--- config.mk ---
export PLATFORM = sky130hd
export DESIGN_NAME = load_down_counter
export DESIGN_NICKNAME = d
export VERILOG_FILES = /design/src/rtl/load_down_counter.sv
export SDC_FILE = /design/constraint.sdc
export NUM_CORES = 1
export LEC_CHECK = 0
export ABC_AREA = 1
export CAP_MARGIN = 40
export CORE_UTILIZATION = 54
export DETAILED_ROUTE_END_ITERATION = 7
export MAX_ROUTING_LAYER = met4
export PLACE_DENSITY = 0.91
export RECOVER_POWER = 100
export SYNTH_ARGS = -nofsm -noshare
export SYNTH_HDL_FRONTEND = slang
export SYNTH_SLANG_ARGS = --single-unit
--- constraint.sdc ---
create_clock -name clk -period 2.2 [get_ports clk]
set_clock_uncertainty 0.15 [all_clocks]
set_input_delay 0.44 -clock clk [delete_from_list [all_inputs] [get_ports clk]]
set_output_delay 0.44 -clock clk [all_outputs]
set_load 0.02 [all_outputs]
--- src/rtl/load_down_counter.sv ---
// Loadable down-counter/timer: load a value, start, count to zero, flag terminal count.
// Define LOAD_DOWN_COUNTER_AUTO_RELOAD_EN for periodic reload from the shadow register.
module load_down_counter #(
    parameter int WIDTH = 4
) (
    input  logic             clk,
    input  logic             rst,
    input  logic             load,
    input  logic [WIDTH-1:0] load_in,
    input  logic             start,
    input  logic             pause,
    output logic [WIDTH-1:0] count_out,
    output logic             busy,
    output logic             tc,
    output logic             done
);

    typedef enum logic [1:0] {
        IDLE = 2'd0,
        RUN  = 2'd1,
        DONE = 2'd2
    } state_t;

    state_t           state;
    state_t           state_nxt;
    logic [WIDTH-1:0] shadow;
    logic [WIDTH-1:0] shadow_nxt;
    logic [WIDTH-1:0] count_nxt;
    logic             tc_nxt;

    always_ff @(posedge clk or negedge rst) begin
        if (!rst) begin
            state     <= IDLE;
            count_out <= '0;
            shadow    <= '0;
            tc        <= 1'b0;
        end else begin
            state     <= state_nxt;
            count_out <= count_nxt;
            shadow    <= shadow_nxt;
            tc        <= tc_nxt;
        end
    end

    // Load outranks everything; start and pause are only looked at without a load.
    always_comb begin
        state_nxt  = state;
        count_nxt  = count_out;
        shadow_nxt = shadow;
        tc_nxt     = 1'b0;
        if (load) begin
            count_nxt  = load_in;
            shadow_nxt = load_in;
            state_nxt  = IDLE;
        end else begin
            case (state)
                IDLE: begin
                    if (start) begin
                        if (count_out != '0) begin
                            state_nxt = RUN;
                        end else begin
                            state_nxt = DONE;
                            tc_nxt    = 1'b1;
                        end
                    end
                end
                RUN: begin
                    if (!pause) begin
                        if (count_out > WIDTH'(1)) begin
                            count_nxt = count_out - WIDTH'(1);
                        end else if (count_out == WIDTH'(1)) begin
                            count_nxt = '0;
                            tc_nxt    = 1'b1;
`ifdef LOAD_DOWN_COUNTER_AUTO_RELOAD_EN
                            state_nxt = RUN;
`else
                            state_nxt = DONE;
`endif
                        end else begin
`ifdef LOAD_DOWN_COUNTER_AUTO_RELOAD_EN
                            count_nxt = shadow;
`else
                            state_nxt = DONE;
`endif
                        end
                    end
                end
                DONE: begin
                    if (start) begin
                        count_nxt = shadow;
                        if (shadow != '0) begin
                            state_nxt = RUN;
                        end else begin
                            tc_nxt = 1'b1;
                        end
                    end
                end
                default: begin
                    state_nxt = IDLE;
                    count_nxt = '0;
                end
            endcase
        end
    end

    assign busy = (state == RUN);
    assign done = (state == DONE);

endmodule
# [Yosys cells after proc, flatten, opt, wreduce, memory -nomap -nowiden]
# Cells that the tools add are included.
[op_classes] reduce_logical=5 n_lt_le_gt_ge=1 eq_ne=10 add_sub_neg=1 muxes=23
[ops] op="$mux W4" n=5
[ops] op="$mux W2" n=7
[ops] op="$ne A3 B3 Y1 const B" n=4
[ops] op="$pmux W4 S3" n=1
[ops] op="$mux W1" n=8
[ops] op="$reduce_bool A4 Y1" n=2
[ops] op="$pmux W2 S3" n=1
[ops] op="$reduce_and A5 Y1" n=1
[ops] op="$eq A4 B1 Y1 const B" n=1
[ops] op="$gt A4 B1 Y1 const B" n=1
[ops] op="$ne A4 B2 Y1 const B" n=1
[ops] op="$reduce_and A4 Y1" n=1
[ops] op="$sub A4 B1 Y4 const B" n=1
[ops] op="$ne A3 B2 Y1 const B" n=1
[ops] op="$pmux W1 S3" n=1
[ops] op="$eq A2 B1 Y1 const B" n=1
[ops] op="$eq A2 B2 Y1 const B" n=1
[ops] op="$logic_not A2 Y1" n=1
[ops] op="$ne A2 B2 Y1 const B" n=1
[totals] reg_bits=11 elab_cells=44 in_bits=9

# [Logic depth before layout (Yosys ltp)]
[logic_depth] word_depth=6 ltp_mapped=10

# [Least setup slack after synthesis]
# Ideal clock, no wire load.
[synth_timing] path_type="register to register" start="register state[1]" end="register count_out[2]" slack_ns=0.494 n_path_buf=0 t_arrival_ns=1.432 setup_time_ns=0.124 t_required_ns=1.926 stages_incl_launch_ff=10 path_cell_list="dfrtp_1 > inv_1 > ha_1 > inv_1 > nor2_1 > nand2_1 > nor2_4 > nor2_4 > nor2_1 > a21oi_1"
[synth_via] elab_chain_len=3
[synth_rtl] element="from (decl)" line="24" source="state_t state;"
[synth_rtl] element="from (signal assigned)" line="38" source="state <= state_nxt;"
[synth_rtl] element="$eq A2 B1 Y1 *"
[synth_rtl] element="via busy" line="13" source="output logic busy,"
[synth_rtl] element="$ne A4 B2 Y1 (no line) (tied with other cells)"
[synth_rtl] element="$reduce_and A4 Y1 (no line) or $mux W4 (tied branches)"
[synth_rtl] element="to (signal assigned)" line="39" source="count_out <= count_nxt;"
[synth_rtl] element="to (decl)" line="12" source="output logic [WIDTH-1:0] count_out,"
# Mark *: on every way through the listed nets, which the timed path passes. The rest lies on a longest branch.
# A chain may end at the register's enable or synchronous reset.

# [Final worst setup path]
[layout_timing] start="register count_out[2]" end="output port count_out[2]"
# No word-level cell between the ends.

==> metrics.cfg <==
[placed_design]
place_inst=146
io_buffers=15
dp_hpwl_mm=1.42
routabilityCongestion=0.892

[finish]
final_cells=150
register_area_um2=275
diodes=0
num-fill-cells=109
fin_util_pct=73.6
area_growth_pct=21.8
nets=151
multi_input_area_um2=459
drive_above_1_share_pct=8.89

[power_and_ir_drop]
leakagePower_nw=0.534
peakVddDrop_uv=947
powerDensity_nw_per_um2=1120
finalPower_mw=1.12

[drt]
avgViaCountPerCell=5.14
drc_errors=0
ant_nets=0
via_count=771
firstDrtPassIters=4
drt_wl_total_mm=1.71
drt_iter0_drc=25
wire_per_inst_um=11.4

[synthesis]
synth_ff_type=dfrtp_1
synth_compound_area_share_pct=10.5
synth-xor-area-share_pct=1.06
synth_enable_flop_cells=0
synth_common_cells=33 x nand2_1, 18 x inv_1, 11 x dfrtp_1
syn-instance-count=116
yosysWarnings=0
ys_ff_latch=11
synth_top_family_by_area=simple AND/OR/NAND/NOR gates
synth_top_area_share_pct=33.3
async_flop_share_pct=100
synth_fa_ha_area_share_pct=9.09
syn_area_um2=826
synth_area_leaders=dfrtp_1 33%, nand2_1 15%, ha_1 9.1%
synthMuxAreaShare_pct=0
syn_nets=131
yosysMostFrequentCell=nand2_1
syn_area_per_cell_um2=7.12
ys_seq_area_share_pct=33.3
synthDistinctLibCells=21
synth-simple-area-share_pct=35.9
yosys.area.top_type=dfrtp_1

[clocking]
h-tree-depth=1
clockBufferDepth=2
cts_buffers=3
path_clk_slew_ns=0.07
cts_tree=yes
cts-root-buf=clkbuf_4
holdBufCountCts=0
clkLatencyLatePin_ns=0.26
cts_sinks=11

[die]
die_h_um=41.1
num_rows=13
die_area_um2=1690
core_um2=1370
io_pins=16
fp.dieW_um=41.1
start_util_pct=60.4

[sta]
setup_violations=0
rsz0062_at_grt=no
tightestPinTransition_ns=0.485
setup-tns-final_ns=0
slew_headroom_pct=67.6
clock.fmax_mhz=505
min_period_ns=1.98
fin_crit_sh_pct=90.0
drv_slew=0
hold_violations=0

[setup_path]
crit_required_ns=1.61
crit_fanout=5
worst-setup-path-type=reg2out
path_buf_inv=1
crit_chain=dlygate4sd3_1
worst_setup_path_start_kind=flip-flop
critical_path.max_stage_delay_ns=0.70
worstPathArrival_ns=1.39
crit_slowest_cell=dlygate4sd3_1
end_kind=primary output
crit_family=buffers and inverters

[global_routing]
grt_pass1_wl_mm=2.80
grt_overflow=0
grt_pass1_vias=708
antenna_found_initial=0
gr-usage-all-layers_pct=26.6
grt_max_degree=12

[run_status]
outcome=completed

[hold_path]
hp-class=reg2reg

[run]
drv_cap=0

-- logic make-up (layout without fill, tap and decap cells) --
logic type               count (synthesis)  count (layout)
AND/OR/NAND/NOR                         62              62
adder cells (fa/ha/maj)                  6               6
XOR/XNOR                                 1               1
buffers and inverters                   20              39
flip-flops                              11              11
AO/OA/AOI/OAI                           16              16
-- flip-flops by register name, indices dropped and copies added (netlist names) --
name and cells:
shadow 4, count_out 4, state 2, tc 1
-- worst paths after layout --
path                               from           end  slack [ns]  cells past startpoint
max in group asynchronous           rst     shadow[3]        1.15                      1
min reg2reg                    state[1]      state[1]        0.38                      2
max                        count_out[2]  count_out[2]        0.22                      1
min                            state[1]      state[1]        0.38                      2
max reg2reg                    state[1]  count_out[0]        0.27                      9
min in group asynchronous           rst     shadow[2]        0.43                      1
-- cell usage in the layout, fill, tap and decap left out --
cell type,count
a21oi_1,6
buf_4,1
clkbuf_1,2
clkbuf_4,3
clkdlybuf4s50_1,6
dfrtp_1,11
dlygate4sd2_1,2
dlygate4sd3_1,7
ha_1,6
inv_1,18
nand2_1,33
nand2_2,1
nand2_4,1
nand3_1,5
nand3_4,1
nand3b_1,1
nand4_1,1
nor2_1,11
nor2_2,3
nor2_4,1
nor3_1,4
o211ai_1,1
o21ai_0,8
o21ai_2,1
xnor2_1,1
-- layer usage --
layer	up-vias	global-route usage (%)	routed length (µm)
li1	399	-	-
met1	350	31.4	785
met2	20	46.1	834
met3	2	3.26	81
met4	0	9.68	12
met5	-	-	0
-- where the power goes --
part | total, mW | switching [mW] | internal (mW)
clock | 0.130 | 0.0605 | 0.0700
combinational | 0.662 | 0.402 | 0.260
sequential | 0.330 | 0.0670 | 0.262
total | 1.12 | 0.529 | 0.592
-- what timing repair did --
action	in CTS	in global routing
setup endpoints to repair	2	0
gates resized for setup	2	0
buffers inserted	0	0
-- cell type report --
class,count,share of cell area (%)
repair buffers,17,15.8
well taps,15,1.87
clock buffers,4,2.61
inverters,18,6.72
multi-input cells,85,45.6
flip-flops and latches,11,27.4
-- stage by stage --
| stage | hold slack (ns) | instance area (µm²) | worst slack, ns |
|---|---|---|---|
| finish | 0.383 | 1010 | 0.221 |
| global route | 0.419 | 1010 | 0.128 |
| CTS | 0.370 | 1020 | 0.248 |
| detailed placement | 0.365 | 993 | 0.272 |
| global placement | 0.365 | 993 | 0.279 |
| floorplan | -0.00559 | 826 | 0.494 |
Power figures use the tool's default switching activity.
